===== src/rtl/mult_pkg.sv =====
// Shared widths, stage indices and the partial-product row helper for the
// pipelined 4x4 multiplier.
package mult_pkg;
  localparam int OP_W     = 4;
  localparam int PROD_W   = 8;
  localparam int N_STAGES = 4;

  localparam int STG0 = 0;
  localparam int STG1 = 1;
  localparam int STG2 = 2;
  localparam int STG3 = 3;

  function automatic logic [OP_W-1:0] pp_row(input logic [OP_W-1:0] a_i,
                                             input logic            bit_i);
    return a_i & {OP_W{bit_i}};
  endfunction
endpackage


===== src/rtl/mult_row_stage.sv =====
// One multiplier pipeline stage: adds partial-product row ROW into the running
// sum with a single rca_4b and registers valid, operands and partial product.
module mult_row_stage
  import mult_pkg::*;
#(
  parameter int ROW = 1
) (
  input  logic              clk,
  input  logic              rst_n,
  input  logic              adv_i,
  input  logic              v_i,
  input  logic [OP_W-1:0]   a_i,
  input  logic [OP_W-1:0]   b_i,
  input  logic [PROD_W-1:0] p_i,
  output logic              v_o,
  output logic [OP_W-1:0]   a_o,
  output logic [OP_W-1:0]   b_o,
  output logic [PROD_W-1:0] p_o
);
  logic              v_q, v_d;
  logic [OP_W-1:0]   a_q, a_d, b_q, b_d;
  logic [PROD_W-1:0] p_q, p_d, p_sum;
  logic [OP_W-1:0]   row, sum;
  logic              cout;

  assign row = pp_row(a_i, b_i[ROW]);

  rca_4b u_rca (
    .a    (p_i[ROW+OP_W-1:ROW]),
    .b    (row),
    .cin  (1'b0),
    .sum  (sum),
    .cout (cout)
  );

  // Bits below ROW are already final; bits above ROW+OP_W are still zero.
  always_comb begin
    p_sum                 = p_i;
    p_sum[ROW+OP_W:ROW]   = {cout, sum};
  end

  always_comb begin
    v_d = v_q;
    a_d = a_q;
    b_d = b_q;
    p_d = p_q;
    if (adv_i) begin
      v_d = v_i;
      a_d = a_i;
      b_d = b_i;
      p_d = p_sum;
    end
  end

  always_ff @(posedge clk or negedge rst_n) begin
    if (!rst_n) begin
      v_q <= 1'b0;
      a_q <= '0;
      b_q <= '0;
      p_q <= '0;
    end else begin
      v_q <= v_d;
      a_q <= a_d;
      b_q <= b_d;
      p_q <= p_d;
    end
  end

  assign v_o = v_q;
  assign a_o = a_q;
  assign b_o = b_q;
  assign p_o = p_q;
endmodule


===== src/rtl/rca_1b.sv =====
// One-bit full adder cell.
module rca_1b (
  input  logic a,
  input  logic b,
  input  logic cin,
  output logic sum,
  output logic cout
);
  assign sum  = a ^ b ^ cin;
  assign cout = (a & b) | (cin & (a ^ b));
endmodule


===== src/rtl/rca_4b.sv =====
// Four-bit ripple-carry adder built from rca_1b cells.
module rca_4b (
  input  logic [3:0] a,
  input  logic [3:0] b,
  input  logic       cin,
  output logic [3:0] sum,
  output logic       cout
);
  logic [4:0] c;

  assign c[0] = cin;
  assign cout = c[4];

  for (genvar i = 0; i < 4; i++) begin : g_bit
    rca_1b u_fa (
      .a    (a[i]),
      .b    (b[i]),
      .cin  (c[i]),
      .sum  (sum[i]),
      .cout (c[i+1])
    );
  end
endmodule


===== src/rtl/pipe_mult_4x4.sv =====
// Four-stage pipelined 4x4 unsigned multiplier with valid/ready on both sides
// and per-stage bubble collapsing; S0 is inline, S1..S3 are mult_row_stage.
module pipe_mult_4x4
  import mult_pkg::*;
(
  input  logic              clk,
  input  logic              rst_n,
  input  logic [OP_W-1:0]   a,
  input  logic [OP_W-1:0]   b,
  input  logic              in_valid,
  output logic              in_ready,
  output logic [PROD_W-1:0] prod,
  output logic              out_valid,
  input  logic              out_ready
);
  logic              v0_q, v0_d, v1, v2, v3;
  logic [OP_W-1:0]   a0_q, a0_d, b0_q, b0_d, a1, b1, a2, b2, a3, b3;
  logic [PROD_W-1:0] p0_q, p0_d, p1, p2, p3;
  logic              adv0, adv1, adv2, adv3;
  logic              unused_s3;

  // A stage may load whenever it is empty or the stage after it moves.
  assign adv3     = !v3   || out_ready;
  assign adv2     = !v2   || adv3;
  assign adv1     = !v1   || adv2;
  assign adv0     = !v0_q || adv1;
  assign in_ready = adv0;

  // S0: operands are captured only on an actual input transfer.
  always_comb begin
    v0_d = v0_q;
    a0_d = a0_q;
    b0_d = b0_q;
    p0_d = p0_q;
    if (adv0) begin
      v0_d = in_valid;
      if (in_valid) begin
        a0_d = a;
        b0_d = b;
        p0_d = {{(PROD_W-OP_W){1'b0}}, pp_row(a, b[0])};
      end
    end
  end

  always_ff @(posedge clk or negedge rst_n) begin
    if (!rst_n) begin
      v0_q <= 1'b0;
      a0_q <= '0;
      b0_q <= '0;
      p0_q <= '0;
    end else begin
      v0_q <= v0_d;
      a0_q <= a0_d;
      b0_q <= b0_d;
      p0_q <= p0_d;
    end
  end

  mult_row_stage #(.ROW(STG1)) u_s1 (
    .clk (clk), .rst_n (rst_n), .adv_i (adv1),
    .v_i (v0_q), .a_i (a0_q), .b_i (b0_q), .p_i (p0_q),
    .v_o (v1),   .a_o (a1),   .b_o (b1),   .p_o (p1)
  );

  mult_row_stage #(.ROW(STG2)) u_s2 (
    .clk (clk), .rst_n (rst_n), .adv_i (adv2),
    .v_i (v1), .a_i (a1), .b_i (b1), .p_i (p1),
    .v_o (v2), .a_o (a2), .b_o (b2), .p_o (p2)
  );

  mult_row_stage #(.ROW(STG3)) u_s3 (
    .clk (clk), .rst_n (rst_n), .adv_i (adv3),
    .v_i (v2), .a_i (a2), .b_i (b2), .p_i (p2),
    .v_o (v3), .a_o (a3), .b_o (b3), .p_o (p3)
  );

  // The last stage's operand copies have no consumer.
  assign unused_s3 = ^{a3, b3};

  assign prod      = p3;
  assign out_valid = v3;
endmodule

===== config.mk =====
export PLATFORM = sky130hd
export DESIGN_NAME = pipe_mult_4x4
export DESIGN_NICKNAME = d
export VERILOG_FILES = /design/src/rtl/mult_pkg.sv /design/src/rtl/mult_row_stage.sv /design/src/rtl/rca_1b.sv /design/src/rtl/rca_4b.sv /design/src/rtl/pipe_mult_4x4.sv
export SDC_FILE = /design/constraint.sdc
export NUM_CORES = 1
export LEC_CHECK = 0
export BUFFER_PORTS_ARGS = -buffer_cell sky130_fd_sc_hd__buf_2
export CAP_MARGIN = 20
export CORE_ASPECT_RATIO = 0.7
export CORE_MARGIN = 2
export CORE_UTILIZATION = 55
export CTS_CLUSTER_DIAMETER = 100
export DETAILED_ROUTE_END_ITERATION = 7
export PLACE_DENSITY = 0.75
export SYNTH_ARGS = -nofsm -noshare
export SYNTH_HDL_FRONTEND = slang
export SYNTH_SLANG_ARGS = --single-unit

===== constraint.sdc =====
create_clock -name clk -period 4.6 [get_ports clk]
set_input_delay 0.69 -clock clk [delete_from_list [all_inputs] [get_ports clk]]
set_output_delay 0.69 -clock clk [all_outputs]
set_load 0.02 [all_outputs]

---- Word level (Yosys, flattened, before mapping) ----
Index checks and enable logic that the tools add are counted.
operators by class
  eq/ne operators ......................... 0
  multiply operators ...................... 0
  magnitude comparators ................... 0
  bitwise logic cells ..................... 52
  reduce and logical (&&, ||, !) cells .... 9
  add/sub/neg operators ................... 0
  divide/modulo/power cells ............... 0
  multiplexer cells ....................... 0
  shift operators ......................... 0
operators with widths
  operator          number
  $and 1x1->1       20
  $xor 1x1->1       20
  $and 4x4->4       4
  $or 1x1->1        8
  $logic_not 1->1   4
  $logic_or 1x1->1  4
  $reduce_and 2->1  1
word-level totals
  word-level logic and storage cells ...... 75
  bits in writable memories ............... 0
  ROM bits ................................ 0
  memories kept ........................... 0
  register bits ........................... 53
  latch bits .............................. 0

---- Logic depth before layout (Yosys ltp) ----
  depth after elaboration ................. 8
  depth in mapped cells ................... 9
  mapped depth without buffers ............ 9

---- Cells and area by module ----
From an unflattened synthesis, not the netlist that was laid out.
unflattened totals
  cell total of the unflattened synthesis .. 174
  area, all modules ....................... 2972.9 um^2
modules (own cells, without submodules)
  module          cells an instance  area each (um^2)  seq. area each (um^2)  instances
  mult_row_stage  41                 714.4             425.4                  3
  pipe_mult_4x4   39                 589.3             325.3                  1
  rca_1b          1                  20.0              0.0                    12

---- Least setup slack after synthesis ----
No wires, ideal clock.
  kind .................................... input port to output port
  from .................................... in out_ready
  to ...................................... out in_ready
  arrival time ............................ 1.360 ns
  buffers on the path ..................... 1
  slack ................................... 2.550 ns
  stages on the path ...................... 4
  path through ............................ nand3b_1 -> buf_4 -> nor2_1 -> inv_1
between the ends
  word-level cells in the longest chain between the ends .. 4
ends and longest elaborated chain
  item              line                 text
  start, declared   pipe_mult_4x4.sv:14  input logic out_ready
  $logic_or 1x1->1  pipe_mult_4x4.sv:23  assign adv3 = !v3 || out_ready;
  $logic_or 1x1->1  pipe_mult_4x4.sv:24  assign adv2 = !v2 || adv3;
  $logic_or 1x1->1  pipe_mult_4x4.sv:25  assign adv1 = !v1 || adv2;
  $logic_or 1x1->1  pipe_mult_4x4.sv:26  assign adv0 = !v0_q || adv1;
  end, declared     pipe_mult_4x4.sv:11  output logic in_ready,
Every way passes these cells.

---- Worst setup path after layout ----
Ends and elaborated chain as after synthesis.

==> impl_metrics.csv <==
group,metric,value,unit
final_layout,diodes,0,
global_routing,antenna_found_initial,0,
route,routed-via-count,1165,
floorplan,start_util,0.581,
pwr,seqPwrFrac,0.513,
global_routing,first_global_vias,1228,
timing,min_period,2.82,ns
outcome,outcome,"completed",
clock_tree,root_buffer,"clkbuf_8",
setup_path,start_kind,"input pin",
route,wl,3.35,mm
clock_tree,worstSkewPairLatency,0.30,ns
timing,fmax,355,MHz
pwr,intPower,0.782,mW
pwr,irDropWorstVdd,0.279,mV
clock_tree,h-tree-depth,2,
clock_tree,ctsHoldBuffers,0,
timing,rsz0062_at_grt,"false",
final_layout,final_layout_size_suffix_gt1_frac,0.297,
run,max_cap_violations,0,
floorplan,die_w,77.5,um
synthesis,syn_inst,157,
pwr,power_frac_comb,0.281,
setup_path,end_kind,"output port",
pwr,p_per_area,496,nW/um^2
final_layout,nets,205,
route,vias_per_cell,5.02,
clock_tree,tritoncts,"done",
floorplan,num_io_pins,22,
pwr,netSwitchingFraction,0.320,
route,drtPass1Iterations,4,
clock_tree,clock-sinks,47,
global_routing,gr-total-overflow,0,
timing,slew_viol_final,0,
global_routing,grt_max_degree,48,
clock_tree,path_clk_slew,0.08,ns
route,final_antenna_net_count,0,
setup_path,crit_arrival,2.13,ns
clock_tree,numCtsBuffers,5,
synthesis,syn-cell-area,2080,um^2
global_routing,grt_use_total,0.175,
synthesis,synth_top_family_by_area,"multiplexers",
pwr,power_switching,0.368,mW
min_path,worstHoldPathType,"in -> async",
timing,finClkSkew,0.00668,ns
synthesis,synth.avg_cell_area,13.3,um^2
synthesis,ys_ff_latch,47,
place,place_congestion,0.741,
final_layout,area_growth,11.3,%
timing,max_slew_margin,0.461,
floorplan,num_rows,18,
synthesis,seq_area_frac_synth,0.565,
synthesis,synth_xor_area_frac,0,
timing,worst-slew-pin-transition,0.807,ns
synthesis,synth.net_count,181,
pwr,cellLeakagePower,1.07,nW
timing,fin_crit_sh,0.612,
route,wl_per_cell,14.4,um
synthesis,synthSimpleGateAreaFrac,0.0865,
clock_tree,post_cts_buffers,0,
synthesis,ys_warn_count,0,
route,drc,0,
clock_tree,cts_resized,0,
final_layout,fin_util,0.647,
setup_path,cp_data_required_time,3.91,ns
setup_path,worstSetupPathType,"in -> out",
timing,final-setup-viol-count,0,
timing,finalSetupTns,0,ns
timing,final-hold-violation-count,0,
route,drt_iter0_markers,58,
place,portBuffers,21,
synthesis,yosysUniqueCellTypes,22,
synthesis,synth.mux.area_fraction,0.162,
setup_path,cp_max_fo,19,
synthesis,synth_fa_ha_area_frac,0.101,
pwr,pwr-share-clk,0.206,
floorplan,core_region_area,3580,um^2
global_routing,grt_pass1_wl,5.66,mm
floorplan,die_area,4300,um^2
floorplan,dieHeight,55.5,um
clock_tree,cts_buffer_depth,2,
synthesis,synth_compound_area_frac,0.0445,
place,dpl.hpwl,2.40,mm
[cells by family (layout without fill, tap and decap cells)]
logic type	count (synthesis)	in the layout
flip-flops	47	47
AND/OR/NAND/NOR	35	35
multiplexers	30	30
buffers and inverters	19	44
AO/OA/AOI/OAI	14	14
adder cells (fa/ha/maj)	12	12
[stage by stage]
| step | cell area (um^2) | total power, mW | hold slack [ns] | cells | setup WS, ns |
|---|---|---|---|---|---|
| floorplan | 2080 | 0.816 | 0.394 | 157 | 2.55 |
| global placement | 2220 | 0.908 | 0.456 | 223 | 1.83 |
| detailed placement | 2220 | 0.919 | 0.467 | 223 | 1.79 |
| CTS | 2300 | 1.16 | 0.498 | 231 | 1.79 |
| global route | 2320 | 1.23 | 0.353 | 232 | 1.66 |
| finish | 2320 | 1.15 | 0.327 | 232 | 1.78 |
[power groups by stage]
stage / Clock (mW) / Sequential (mW) / Combinational [mW]
global route: 0.262 / 0.603 / 0.363
global placement: 0 / 0.590 / 0.318
detailed placement: 0 / 0.597 / 0.322
finish: 0.237 / 0.589 / 0.323
floorplan: 0 / 0.618 / 0.198
CTS: 0.246 / 0.589 / 0.328
[layer usage]
metal | up-vias | part of all wire | track usage
met3 | 6 | 0.039 | 0.0507
met2 | 14 | 0.45 | 0.258
met1 | 584 | 0.49 | 0.235
met5 | - | 0 | 0
met4 | 0 | 0.016 | 0.0995
li1 | 561 | - | -
[placed cells by master (no fill, tap or decap)]
master,instances
clkbuf_1,2
fa_1,8
buf_2,21
clkbuf_8,5
nand2_1,10
dfrtp_1,47
buf_12,1
nand3b_1,1
a21oi_1,7
or2_2,1
o21ai_0,3
nor2_1,8
clkinv_2,1
and2_1,7
nand3_1,3
ha_1,4
nand4b_2,1
mux2_2,23
mux2i_1,1
o21ai_4,1
inv_1,14
nand2b_1,4
o2bb2ai_1,3
mux2_1,6
[cells in the mapped netlist]
master | n | area [um^2]
o2bb2ai_1 | 3 | 26.3
ha_1 | 4 | 50.1
nand4b_2 | 1 | 15.0
nand3b_1 | 1 | 7.51
mux2_2 | 23 | 259
mux2i_1 | 1 | 10.0
and2_1 | 7 | 43.8
nor2_1 | 8 | 30.0
nand2b_1 | 4 | 25.0
o21ai_4 | 1 | 16.3
or2_2 | 1 | 6.26
nand3_1 | 3 | 15.0
mux2_1 | 6 | 67.6
buf_4 | 1 | 7.51
buf_6 | 1 | 11.3
buf_2 | 3 | 15.0
fa_1 | 8 | 160
dfrtp_1 | 47 | 1180
o21ai_0 | 3 | 15.0
a21oi_1 | 7 | 35.0
nand2_1 | 10 | 37.5
inv_1 | 14 | 52.6
[cell type report]
| type | count | area (um^2) |
|---|---|---|
| clock buffer | 7 | 76.3 |
| clock inverter | 1 | 5.00 |
| fill | 281 | 1260 |
| inverter | 14 | 52.6 |
| multi-input combinational | 91 | 820 |
| sequential | 47 | 1180 |
| tap | 50 | 62.6 |
| timing repair buffer | 22 | 125 |
[worst max-delay path: stages]
cell and delay [ns]:
buf_2 0.11, nand3b_1 0.62, nor2_1 0.48, inv_1 0.06, buf_2 0.16
[state kept, by name, summed over array words and instances, names as in the netlist]
register and flops:
u_s1.p_o 6, u_s1.a_o 4, b0_q 3, a0_q 4, u_s1.b_o 2, u_s1.v_o 1
u_s2.b_o 1, u_s2.p_o 7, v0_q 1, u_s3.v_o 1, u_s3.p_o 8, u_s2.v_o 1
p0_q 4, u_s2.a_o 4
[path summary, 6_finish.rpt]
check | cells past startpoint | slack, ns | start | endpoint
min in group clk | 1 | 0.50 | u_s2.a_o[2] | u_s2.a_o[2]
setup / recovery | 5 | 1.78 | out_ready | in_ready
setup reg to reg | 9 | 2.41 | u_s2.b_o[3] | u_s3.p_o[6]
hold reg to reg | 1 | 0.50 | u_s2.a_o[2] | u_s2.a_o[2]
max in group asynchronous | 2 | 3.77 | rst_n | u_s1.p_o[5]
hold / removal | 1 | 0.33 | rst_n | u_s1.p_o[0]
No activity file was read; power rests on OpenSTA's default activity.
